### src/rtl/dual_rail_mixcol_seq_if.sv
// Handshake and dual-rail data bundle between ShiftRows, the MixColumns engine
// and AddRoundKey.
interface dual_rail_mixcol_seq_if #(
  parameter int N = 128
);
  // A block moves on a rising edge where valid && ready are both 1; valid must
  // stay high and data stable until that edge, and ready may not wait on valid.
  logic         In_Valid;
  logic         In_Ready;
  logic         In_Inv;
  logic [N-1:0] MixCol_In_T;
  logic [N-1:0] MixCol_In_F;
  logic         Out_Valid;
  logic         Out_Ready;
  logic [N-1:0] MixCol_Out_T;
  logic [N-1:0] MixCol_Out_F;
  logic         Err;

  modport master (
    output In_Valid, In_Inv, MixCol_In_T, MixCol_In_F, Out_Ready,
    input  In_Ready, Out_Valid, MixCol_Out_T, MixCol_Out_F, Err
  );

  modport slave (
    input  In_Valid, In_Inv, MixCol_In_T, MixCol_In_F, Out_Ready,
    output In_Ready, Out_Valid, MixCol_Out_T, MixCol_Out_F, Err
  );
endinterface

### src/rtl/dual_rail_mixcol_seq.sv
// Sequential dual-rail MixColumns/InvMixColumns engine: alternates precharge and
// evaluate phases, COLS_PER_CYCLE columns per evaluate, with a sticky rail error.
module dual_rail_mixcol_seq #(
  parameter int N              = 128,
  parameter int NB             = 4,
  parameter int COLS_PER_CYCLE = 1,
  parameter int INV_EN         = 1
) (
  input  logic                           clk,
  input  logic                           rst_n,
  dual_rail_mixcol_seq_if.slave          bus,
  output logic [1:0]                     dbg_state,
  output logic [COLS_PER_CYCLE*32-1:0]   dbg_res_t,
  output logic [COLS_PER_CYCLE*32-1:0]   dbg_res_f
);

  localparam int          CW       = $clog2(NB + 1);
  localparam int          RW       = COLS_PER_CYCLE * 32;
  localparam logic        INV_OK   = (INV_EN != 0);
  localparam logic [7:0]  POLY     = 8'h1b;
  localparam logic [15:0] FWD_COEF = 16'h2311;
  localparam logic [15:0] INV_COEF = 16'hebd9;

  typedef enum logic [1:0] {IDLE = 2'd0, PRE = 2'd1, EVAL = 2'd2, DONE = 2'd3} state_t;

  typedef struct packed {
    logic [7:0] t;
    logic [7:0] f;
  } dr8_t;

  state_t          state_q, state_d;
  logic [CW-1:0]   cnt_q, cnt_d;
  logic [N-1:0]    in_t_q, in_t_d, in_f_q, in_f_d;
  logic            inv_q, inv_d;
  logic [RW-1:0]   res_t_q, res_t_d, res_f_q, res_f_d;
  logic [N-1:0]    out_t_q, out_t_d, out_f_q, out_f_d;
  logic            err_q, err_d;
  logic [RW-1:0]   eval_t, eval_f;
  logic [N-1:0]    bad_in;

  function automatic dr8_t dr_xor(input dr8_t a, input dr8_t b);
    dr8_t r;
    r.t = (a.t & b.f) | (a.f & b.t);
    r.f = (a.t & b.t) | (a.f & b.f);
    return r;
  endfunction

  // Bit-7 rails choose, on the polynomial bits only, between the plain shift
  // and its rail-swapped copy (xor 0x1b).
  function automatic dr8_t dr_xtime(input dr8_t a);
    dr8_t s, r;
    s.t = {a.t[6:0], 1'b0};
    s.f = {a.f[6:0], 1'b1};
    r.t = (~POLY & s.t) | (POLY & (({8{a.t[7]}} & s.f) | ({8{a.f[7]}} & s.t)));
    r.f = (~POLY & s.f) | (POLY & (({8{a.t[7]}} & s.t) | ({8{a.f[7]}} & s.f)));
    return r;
  endfunction

  function automatic dr8_t dr_mul(input dr8_t a, input logic [3:0] k);
    dr8_t acc, p;
    acc.t = '0;
    acc.f = '1;
    p     = a;
    for (int i = 0; i < 4; i++) begin
      if (k[i]) acc = dr_xor(acc, p);
      p = dr_xtime(p);
    end
    return acc;
  endfunction

  function automatic logic [63:0] mix_col(input logic [31:0] ct, input logic [31:0] cf,
                                          input logic inv);
    dr8_t        a [4];
    dr8_t        o;
    logic [31:0] rt, rf;
    logic [3:0]  k;
    rt = '0;
    rf = '0;
    for (int r = 0; r < 4; r++) begin
      a[r].t = ct[31-r*8 -: 8];
      a[r].f = cf[31-r*8 -: 8];
    end
    for (int r = 0; r < 4; r++) begin
      o.t = '0;
      o.f = '1;
      for (int j = 0; j < 4; j++) begin
        k = inv ? INV_COEF[15-j*4 -: 4] : FWD_COEF[15-j*4 -: 4];
        o = dr_xor(o, dr_mul(a[(r+j)%4], k));
      end
      rt[31-r*8 -: 8] = o.t;
      rf[31-r*8 -: 8] = o.f;
    end
    return {rt, rf};
  endfunction

  assign bad_in = ~(bus.MixCol_In_T ^ bus.MixCol_In_F);

  always_comb begin
    int          base;
    logic [63:0] col;
    eval_t = '0;
    eval_f = '0;
    base   = 0;
    col    = '0;
    for (int j = 0; j < COLS_PER_CYCLE; j++) begin
      base = N - 1 - (((int'(cnt_q) + j) % NB) * 32);
      col  = mix_col(in_t_q[base -: 32], in_f_q[base -: 32], inv_q);
      eval_t[RW-1-j*32 -: 32] = col[63:32];
      eval_f[RW-1-j*32 -: 32] = col[31:0];
    end
  end

  always_comb begin
    int base;
    state_d = state_q;
    cnt_d   = cnt_q;
    in_t_d  = in_t_q;
    in_f_d  = in_f_q;
    inv_d   = inv_q;
    res_t_d = res_t_q;
    res_f_d = res_f_q;
    out_t_d = out_t_q;
    out_f_d = out_f_q;
    err_d   = err_q;
    base    = 0;
    case (state_q)
      IDLE: begin
        if (bus.In_Valid) begin
          // Bad bits are stored as their T-rail value so the block still computes.
          in_t_d  = bus.MixCol_In_T;
          in_f_d  = (bus.MixCol_In_F & ~bad_in) | (~bus.MixCol_In_T & bad_in);
          inv_d   = bus.In_Inv & INV_OK;
          cnt_d   = '0;
          res_t_d = '0;
          res_f_d = '0;
          err_d   = err_q | (|bad_in);
          state_d = PRE;
        end
      end
      PRE: begin
        res_t_d = '0;
        res_f_d = '0;
        // A trailing precharge after the last group returns the result register to spacer.
        if (cnt_q == CW'(NB)) begin
          state_d = DONE;
        end else begin
          res_t_d = eval_t;
          res_f_d = eval_f;
          state_d = EVAL;
        end
      end
      EVAL: begin
        for (int j = 0; j < COLS_PER_CYCLE; j++) begin
          base = N - 1 - (((int'(cnt_q) + j) % NB) * 32);
          out_t_d[base -: 32] = res_t_q[RW-1-j*32 -: 32];
          out_f_d[base -: 32] = res_f_q[RW-1-j*32 -: 32];
        end
        err_d   = err_q | (|(~(res_t_q ^ res_f_q)));
        res_t_d = '0;
        res_f_d = '0;
        cnt_d   = cnt_q + CW'(COLS_PER_CYCLE);
        state_d = PRE;
      end
      DONE: begin
        if (bus.Out_Ready) begin
          out_t_d = '0;
          out_f_d = '0;
          state_d = IDLE;
        end
      end
      default: state_d = IDLE;
    endcase
  end

  always_ff @(posedge clk) begin
    if (!rst_n) begin
      state_q <= IDLE;
      cnt_q   <= '0;
      in_t_q  <= '0;
      in_f_q  <= '0;
      inv_q   <= 1'b0;
      res_t_q <= '0;
      res_f_q <= '0;
      out_t_q <= '0;
      out_f_q <= '0;
      err_q   <= 1'b0;
    end else begin
      state_q <= state_d;
      cnt_q   <= cnt_d;
      in_t_q  <= in_t_d;
      in_f_q  <= in_f_d;
      inv_q   <= inv_d;
      res_t_q <= res_t_d;
      res_f_q <= res_f_d;
      out_t_q <= out_t_d;
      out_f_q <= out_f_d;
      err_q   <= err_d;
    end
  end

  assign bus.In_Ready     = (state_q == IDLE);
  assign bus.Out_Valid    = (state_q == DONE);
  assign bus.MixCol_Out_T = (state_q == DONE) ? out_t_q : '0;
  assign bus.MixCol_Out_F = (state_q == DONE) ? out_f_q : '0;
  assign bus.Err          = err_q;
  assign dbg_state        = state_q;
  assign dbg_res_t        = res_t_q;
  assign dbg_res_f        = res_f_q;

endmodule

### src/flat_wrapper.sv
// flat-port wrapper written by rule: the top's interface ports become plain ports
module dual_rail_mixcol_seq_flat 
#(
  parameter int N              = 128,
  parameter int NB             = 4,
  parameter int COLS_PER_CYCLE = 1,
  parameter int INV_EN         = 1
)
  (clk, rst_n, dbg_state, dbg_res_t, dbg_res_f, bus_In_Valid, bus_In_Inv, bus_MixCol_In_T, bus_MixCol_In_F, bus_Out_Ready, bus_In_Ready, bus_Out_Valid, bus_MixCol_Out_T, bus_MixCol_Out_F, bus_Err);
  dual_rail_mixcol_seq_if #(.N(N)) bus_i ();
  input  logic clk;
  input  logic rst_n;
  output logic [1:0] dbg_state;
  output logic [COLS_PER_CYCLE*32-1:0] dbg_res_t;
  output logic [COLS_PER_CYCLE*32-1:0] dbg_res_f;
  input wire logic [$bits(bus_i.In_Valid)-1:0] bus_In_Valid;
  input wire logic [$bits(bus_i.In_Inv)-1:0] bus_In_Inv;
  input wire logic [$bits(bus_i.MixCol_In_T)-1:0] bus_MixCol_In_T;
  input wire logic [$bits(bus_i.MixCol_In_F)-1:0] bus_MixCol_In_F;
  input wire logic [$bits(bus_i.Out_Ready)-1:0] bus_Out_Ready;
  output wire logic [$bits(bus_i.In_Ready)-1:0] bus_In_Ready;
  output wire logic [$bits(bus_i.Out_Valid)-1:0] bus_Out_Valid;
  output wire logic [$bits(bus_i.MixCol_Out_T)-1:0] bus_MixCol_Out_T;
  output wire logic [$bits(bus_i.MixCol_Out_F)-1:0] bus_MixCol_Out_F;
  output wire logic [$bits(bus_i.Err)-1:0] bus_Err;
  assign bus_i.In_Valid = bus_In_Valid;
  assign bus_i.In_Inv = bus_In_Inv;
  assign bus_i.MixCol_In_T = bus_MixCol_In_T;
  assign bus_i.MixCol_In_F = bus_MixCol_In_F;
  assign bus_i.Out_Ready = bus_Out_Ready;
  assign bus_In_Ready = bus_i.In_Ready;
  assign bus_Out_Valid = bus_i.Out_Valid;
  assign bus_MixCol_Out_T = bus_i.MixCol_Out_T;
  assign bus_MixCol_Out_F = bus_i.MixCol_Out_F;
  assign bus_Err = bus_i.Err;
  dual_rail_mixcol_seq #(.N(N), .NB(NB), .COLS_PER_CYCLE(COLS_PER_CYCLE), .INV_EN(INV_EN)) u_core (.clk(clk), .rst_n(rst_n), .bus(bus_i), .dbg_state(dbg_state), .dbg_res_t(dbg_res_t), .dbg_res_f(dbg_res_f));
endmodule
### config.mk
export PLATFORM = sky130hd
export DESIGN_NAME = dual_rail_mixcol_seq_flat
export DESIGN_NICKNAME = d
export VERILOG_FILES = /design/src/rtl/dual_rail_mixcol_seq_if.sv /design/src/rtl/dual_rail_mixcol_seq.sv /design/src/flat_wrapper.sv
export SDC_FILE = /design/constraint.sdc
export NUM_CORES = 2
export LEC_CHECK = 0
export ABC_AREA = 1
export CAP_MARGIN = 40
export CORE_ASPECT_RATIO = 1.25
export CORE_MARGIN = 2
export CORE_UTILIZATION = 45
export DETAILED_ROUTE_END_ITERATION = 8
export PLACE_DENSITY_LB_ADDON = 0.15
export SLEW_MARGIN = 20
export SYNTH_ARGS = -nofsm -noshare
export SYNTH_HDL_FRONTEND = slang
export SYNTH_SLANG_ARGS = --single-unit
### constraint.sdc
create_clock -name clk -period 4.3 [get_ports clk]
set_input_delay 0.645 -clock clk [delete_from_list [all_inputs] [get_ports clk]]
set_output_delay 0.645 -clock clk [all_outputs]
set_load 0.005 [all_outputs]
After elaboration in Yosys (flattened, before gate mapping)
Cells that the tools add are included.
{ "totals": {"regBits": 583, "elab_cells": 590, "mem_count": 0, "mem_bits_ro": 0, "ramBits": 0, "out_inout_bits": 325, "input_bits": 261, "latch_bits": 0} }
{ "op_classes": {"eq_ne": 6, "n_mul": 0, "bitwise_logic": 467, "reduce_logical": 11, "n_shift": 5, "n_div": 0, "magnitude_cmp": 0, "n_addsub": 3, "muxes": 88} }
{ "ops": {"columns": ["op", "n"], "rows": [
  ["8-bit bitwise AND", 240],
  ["16-bit two-way mux", 64],
  ["8-bit OR", 120],
  ["128-bit one-hot mux with 2 select lines", 2],
  ["128-bit two-way mux", 3],
  ["128-bit NOT", 3],
  ["159-bit by 8-bit indexed part select with 32-bit output", 2],
  ["32-bit by 33-bit indexed part select with 159-bit output", 2],
  ["128-bit bitwise AND", 2],
  ["128-bit bitwise mux", 2],
  ["5-bit bitwise AND", 48],
  ["8-bit by 5-bit OR with 8-bit output", 24],
  ["32-bit one-hot mux with 3 select lines", 2],
  ["32-bit by 33-bit variable shift with 159-bit output (first input constant)", 1],
  ["128-bit OR", 1],
  ["128-bit OR reduction", 1],
  ["128-bit bitwise XOR", 1],
  ["5-bit OR", 24],
  ["32-bit two-way mux", 3],
  ["8-bit negator with 33-bit output", 1],
  ["32-bit NOT", 1],
  ["32-bit OR reduction", 1],
  ["32-bit bitwise XOR", 1],
  ["4-bit two-way mux", 4],
  ["other kinds (17)", 27]
]} }

Depth between registers and ports, before layout
{ "depth": {"ltp_word": 22, "depth_mapped": 23, "depth_no_buf": 21} }

Worst setup path after synthesis
No wires, ideal clock.
{ "synth_path": {"path_kind": "register -> register", "startpoint": "register u_core.cnt_q[1]", "endpoint": "register u_core.out_f_q[100]", "path_buffers": 5, "slack_ns": 2.002, "path_stages_with_launch": 12, "synth_period_minus_slack_ns": 2.298, "t_arrival_ns": 2.229, "required_time_ns": 4.230, "setup_time_ns": 0.070, "path_cell_list": "dfxtp_1 > buf_4 > inv_2 > buf_6 > buf_6 > buf_2 > ha_1 > inv_1 > nor3_1 > clkbuf_1 > nand2_1 > a21oi_1"} }
{ "synth_between": {"elab_chain_cells": 5, "elab_cells_between_ends": 6, "classes_between": "add/sub (2); shift (2); mux (2)"} }
{ "synth_lines": {"columns": ["element", "line", "text"], "rows": [
  ["start: declaration", "dual_rail_mixcol_seq.sv:32", "logic [CW-1:0] cnt_q, cnt_d;"],
  ["start signal: assignment", "dual_rail_mixcol_seq.sv:189", "cnt_q <= cnt_d;"],
  ["7-bit by 7-bit subtractor with 8-bit output (*)", "dual_rail_mixcol_seq.sv:154", "base = N - 1 - (((int'(cnt_q) + j) % NB) * 32);"],
  ["8-bit negator with 33-bit output (*)", "dual_rail_mixcol_seq.sv:156", "out_f_d[base -: 32] = res_f_q[RW-1-j*32 -: 32];"],
  ["32-bit by 33-bit indexed part select with 159-bit output / 32-bit by 33-bit variable shift with 159-bit output (equally long branches)", "dual_rail_mixcol_seq.sv:156", null],
  ["128-bit bitwise mux (*)", "dual_rail_mixcol_seq.sv:156", null],
  ["128-bit one-hot mux with 2 select lines (*)", "dual_rail_mixcol_seq.sv:126", "case (state_q)"],
  ["end signal: assignment", "dual_rail_mixcol_seq.sv:196", "out_f_q <= out_f_d;"],
  ["end: declaration", "dual_rail_mixcol_seq.sv:36", "logic [N-1:0] out_t_q, out_t_d, out_f_q, out_f_d;"]
]} }
Mark *: on every way between the ends. The rest lies on a longest branch, timed or not.
A chain may end at the register's enable or synchronous reset.

Worst setup path after layout
{ "layout_path": {"startpoint": "register u_core.cnt_q[1]", "endpoint": "register u_core.res_t_q[7] (netlist: u_core.dbg_res_t[7])"} }
{ "layout_between": {"elab_chain_cells": 20, "elab_cells_between_ends": 133, "classes_between": "add/sub (1); eq/ne (1); shift (2); mux (18); bitwise (111)"} }
{ "layout_lines": {"columns": ["element", "line", "text"], "rows": [
  ["7-bit by 7-bit subtractor with 8-bit output", "dual_rail_mixcol_seq.sv:106", "base = N - 1 - (((int'(cnt_q) + j) % NB) * 32);"],
  ["159-bit by 8-bit indexed part select with 32-bit output", "dual_rail_mixcol_seq.sv:107", "col = mix_col(in_t_q[base -: 32], in_f_q[base -: 32], inv_q);"],
  ["16-bit two-way mux (tied with other cells)", "dual_rail_mixcol_seq.sv:65", "if (k[i]) acc = dr_xor(acc, p);"],
  ["8-bit bitwise AND (on tied branches)", "dual_rail_mixcol_seq.sv:43, dual_rail_mixcol_seq.sv:44", null],
  ["8-bit OR (on tied branches)", "dual_rail_mixcol_seq.sv:43, dual_rail_mixcol_seq.sv:44", null],
  ["16-bit two-way mux", "dual_rail_mixcol_seq.sv:65", null],
  ["8-bit bitwise AND (on tied branches)", "dual_rail_mixcol_seq.sv:43, dual_rail_mixcol_seq.sv:44", null],
  ["8-bit OR (on tied branches)", "dual_rail_mixcol_seq.sv:43, dual_rail_mixcol_seq.sv:44", null],
  ["(+4 left out)", null, null],
  ["8-bit bitwise AND (on tied branches)", "dual_rail_mixcol_seq.sv:43, dual_rail_mixcol_seq.sv:44", null],
  ["8-bit OR (on tied branches)", "dual_rail_mixcol_seq.sv:43, dual_rail_mixcol_seq.sv:44", null],
  ["8-bit bitwise AND (on tied branches)", "dual_rail_mixcol_seq.sv:43, dual_rail_mixcol_seq.sv:44", null],
  ["8-bit OR (on tied branches)", "dual_rail_mixcol_seq.sv:43, dual_rail_mixcol_seq.sv:44", null],
  ["8-bit bitwise AND", "dual_rail_mixcol_seq.sv:43", "r.t = (a.t & b.f) | (a.f & b.t);"],
  ["8-bit OR", "dual_rail_mixcol_seq.sv:43", null],
  ["32-bit two-way mux (*)", "dual_rail_mixcol_seq.sv:144", "if (cnt_q == CW'(NB)) begin"],
  ["32-bit one-hot mux with 3 select lines (*)", "dual_rail_mixcol_seq.sv:126", null],
  ["end signal: assignment", "dual_rail_mixcol_seq.sv:193", "res_t_q <= res_t_d;"],
  ["end: declaration", "dual_rail_mixcol_seq.sv:35", "logic [RW-1:0] res_t_q, res_t_d, res_f_q, res_f_d;"]
]} }
Marked as above.

==> out/summary.md <==
Timing
* Hold Worst Slack: 0.4566 ns
* worst rel slew slack: 0.3688
* count of final setup violators: 0
* Worst Skew: 0.05252 ns
* pin slew with the least headroom to its limit: 0.9433 ns
* endpoints failing hold: 0
* max-slew violation count: 0
* Period Utilization, post-route: 0.8773
* unrepaired setup endpoints after global routing: false
* total negative setup slack: 0 ns
* fmax: 265.1 MHz
* min cycle time layout: 3.772 ns

CTS
* Longest Clk Path Bufs: 3
* clock slew seen by the registers of the worst setup and hold paths: 0.06 ns
* post-cts hold buffer count: 0
* clock tree from TritonCTS: done
* post-CTS setup buffer count: 0
* clk root buf: sky130_fd_sc_hd__clkbuf_16
* Resize count post-CTS: 0
* CTS H-tree depth: 2
* clock insertion delay at the later pin of the skew report: 0.70 ns
* Num CTS Buffers: 61
* CTS sink cnt: 583

Yosys
* xor-xnor portion of the synthesized cell area: 0.002724
* Synth Register Bits: 583
* Yosys warning count: 0
* main combinational cell family by area after synthesis: simple AND/OR/NAND/NOR gates
* Post-Syn Nets: 6709
* mean instance size in the synthesized netlist: 6.235 um^2
* summed instance area of the synthesized netlist: 38580 um^2
* number of instances in the synthesized netlist: 6188
* Synth Area in Adders: 0.08432
* synthesized-area fraction occupied by and/or/nand/nor cells: 0.2991
* share of the yosys chip area belonging to registers: 0.3025
* mux share of post-synthesis cell area: 0
* Netlist cell types: 47
* Compound-Gate Fraction of Synth Area: 0.1805

Setup path
* required time of the worst setup path: 4.86 ns
* worst setup path class: reg -> reg
* Arrival @ worst endpoint: 4.33 ns
* startpoint type of the worst setup path: register
* endpoint class of the critical path: register
* worst-path maximum fanout: 19

Power and ir drop
* ratio of total power to cell area: 343.6 nW/um^2
* static leakage: 20.83 nW
* Max rail drop VDD: 383.1 uV

Global route
* total track usage: 0.3819
* number of antenna violations at the first check in global routing: 4
* largest net degree at the start of global routing: 172
* via count of the first global-routing pass: 39.18k
* wire length of the first global-routing pass: 252.4 mm
* gr ovfl total: 0

Floorplanning
* die width: 265.9 um
* core area: 85280 um^2
* Die Span Y: 331.4 um
* ports placed on the boundary: 586
* cell row count: 120
* Die Outline Area: 88110 um^2
* starting density of the core: 0.4524

Final layout
* non-filler cells in the finished layout: 7769
* number of nets in the layout: 7139
* fraction of final layout cells with drive strength greater than 1: 0.05472
* count of fill cells added during filler insertion: 8652
* final cell area excluding filler cells: 47660 um^2
* area growth from synthesis to final layout: 23.55%

Routing
* ANT nets after route: 0
* total number of vias: 42.76k
* iteration count of the initial detailed-routing pass: 8
* detailed-route vias per instance: 5.503
* DRC viols: 0
* per-cell routed wire length: 22.52 um
* final routed wirelength across all metal layers: 174.9 mm
* Iteration-0 DRC Markers: 4125

Worst hold path
* Hold Crit Class: reg -> reg

Placement
* total instance count after detailed placement: 7651
* instance area at placement: 45460 um^2
* global placement routability congestion: 1.040
* Detail Placement HPWL: 136.2 mm
* count of buffers inserted at the top-level ports: 585

Outcome
* run status: completed

Job
* max-cap violations: 0

## per-stage QoR
stage                 util  setup slack [ns]  power, W
floorplan                -             2.002  0.008799
CTS                 0.5585            0.6548   0.01630
detailed placement  0.5330            0.7932   0.01061
global placement    0.5320            0.7197   0.01057
global route        0.5589            0.4943   0.01701
finish              0.5589            0.5277   0.01638
## metal layers
metal  share of wire  track usage  vias up
li1                -            -    20510
met1            0.36       0.4261    19740
met2            0.46       0.6281     1985
met3           0.070      0.05627      515
met4            0.11       0.3451        0
met5               0            0        -
## synth_stat cells (all sizes together)
master / count / area share
o22ai: 126 / 0.021
ha: 260 / 0.084
o211ai: 43 / 0.0089
o2111ai: 6 / 0.0014
inv: 957 / 0.093
nor3: 135 / 0.018
clkbuf: 240 / 0.023
nand3b: 1 / 0.00019
a22oi: 95 / 0.019
nand2: 1939 / 0.19
o21ai: 450 / 0.060
nand4: 38 / 0.0062
nand2b: 1 / 0.00016
nor4: 9 / 0.0015
a22o: 8 / 0.0018
a221oi: 1 / 0.00023
a2111oi: 1 / 0.00023
a21oi: 413 / 0.054
nor2: 497 / 0.050
xor2: 3 / 0.00068
clkinv: 1 / 0.000097
buf: 80 / 0.014
a31oi: 1 / 0.00016
xnor2: 9 / 0.0020
a211oi: 67 / 0.013
nand3: 215 / 0.029
o32ai: 2 / 0.00045
dfxtp: 583 / 0.30
o221ai: 4 / 0.00091
and2: 3 / 0.00049
## sequential cells by signal, indices dropped and copies added (netlist names)
signal and flops:
u_core.dbg_res_t 32, u_core.dbg_res_f 32, u_core.dbg_state 2, u_core.bus.Err 1
u_core.out_f_q 128, u_core.in_f_q 128, u_core.out_t_q 128, u_core.inv_q 1
u_core.in_t_q 128, u_core.cnt_q 3
## cells by family (layout without fill, tap and decap cells)
family,Yosys count,in the layout
XOR/XNOR,12,12
AND/OR/NAND/NOR,2838,2838
flip-flops,583,583
buffers and inverters,1278,1760
other,0,1
AO/OA/AOI/OAI,1217,1217
adder cells (fa/ha/maj),260,260
## worst max-delay path, cell delays in order, from the launching register on
cell	delay (ns)
sky130_fd_sc_hd__dfxtp_2	0.73
sky130_fd_sc_hd__buf_4	0.38
sky130_fd_sc_hd__buf_4	0.23
sky130_fd_sc_hd__nand3_1	0.28
sky130_fd_sc_hd__nand2_1	0.46
sky130_fd_sc_hd__nand2_1	0.22
sky130_fd_sc_hd__inv_1	0.29
sky130_fd_sc_hd__o22ai_1	0.15
sky130_fd_sc_hd__nand3_1	0.09
sky130_fd_sc_hd__nand2_1	0.16
sky130_fd_sc_hd__nand2_1	0.10
sky130_fd_sc_hd__nand2_1	0.19
sky130_fd_sc_hd__nand2_1	0.12
sky130_fd_sc_hd__nand2_1	0.09
sky130_fd_sc_hd__nand2_1	0.07
sky130_fd_sc_hd__a21oi_1	0.07
## layout by cell type, fill, tap and decap left out, types with 10 or more instances in the layout
cell	Yosys	final
sky130_fd_sc_hd__a211oi_1	67	67
sky130_fd_sc_hd__a21oi_1	409	407
sky130_fd_sc_hd__a22oi_1	94	94
sky130_fd_sc_hd__buf_12	0	15
sky130_fd_sc_hd__buf_4	15	82
sky130_fd_sc_hd__clkbuf_1	240	14
sky130_fd_sc_hd__clkbuf_16	0	61
sky130_fd_sc_hd__clkbuf_8	0	13
sky130_fd_sc_hd__clkdlybuf4s50_1	0	584
sky130_fd_sc_hd__clkinv_2	0	10
sky130_fd_sc_hd__dfxtp_1	583	580
sky130_fd_sc_hd__ha_1	260	260
sky130_fd_sc_hd__inv_1	926	923
sky130_fd_sc_hd__inv_2	30	29
sky130_fd_sc_hd__nand2_1	1869	1867
sky130_fd_sc_hd__nand2_2	66	66
sky130_fd_sc_hd__nand3_1	207	207
sky130_fd_sc_hd__nand4_1	38	38
sky130_fd_sc_hd__nor2_1	480	479
sky130_fd_sc_hd__nor3_1	135	133
sky130_fd_sc_hd__o211ai_1	39	39
sky130_fd_sc_hd__o21ai_0	396	396
sky130_fd_sc_hd__o21ai_1	43	42
sky130_fd_sc_hd__o22ai_1	125	125
## power breakdown
part           switching (W)  internal, W
registers           0.000195      0.00579
logic                0.00334      0.00131
clock network        0.00242      0.00333
## layout make-up
cell class,instances,area (um^2),share of cell area
multi-input combinational,4327,21930,0.4600
clock buffer,87,1744,0.03659
tap,1098,1374,0.02882
sequential,583,11680,0.2450
inverter,958,3617,0.07589
antenna,1,2.502,0.00005250
clock inverter,28,429.2,0.009004
timing repair buffer,687,6890,0.1446
## path summary, 6_finish.rpt
kind | start | end | slack, ns | cells after the start
hold reg to reg | u_core.in_t_q[87]$_SDFFE_PN0P_ | u_core.in_t_q[87]$_SDFFE_PN0P_ | 0.46 | 2
setup / recovery | u_core.cnt_q[1]$_SDFFE_PN0P_ | u_core.dbg_res_t[7]$_SDFFE_PN0P_ | 0.53 | 15
hold / removal | u_core.in_t_q[87]$_SDFFE_PN0P_ | u_core.in_t_q[87]$_SDFFE_PN0P_ | 0.46 | 2
setup reg to reg | u_core.cnt_q[1]$_SDFFE_PN0P_ | u_core.dbg_res_t[7]$_SDFFE_PN0P_ | 0.53 | 15
No activity file was read; power rests on OpenSTA's default activity.
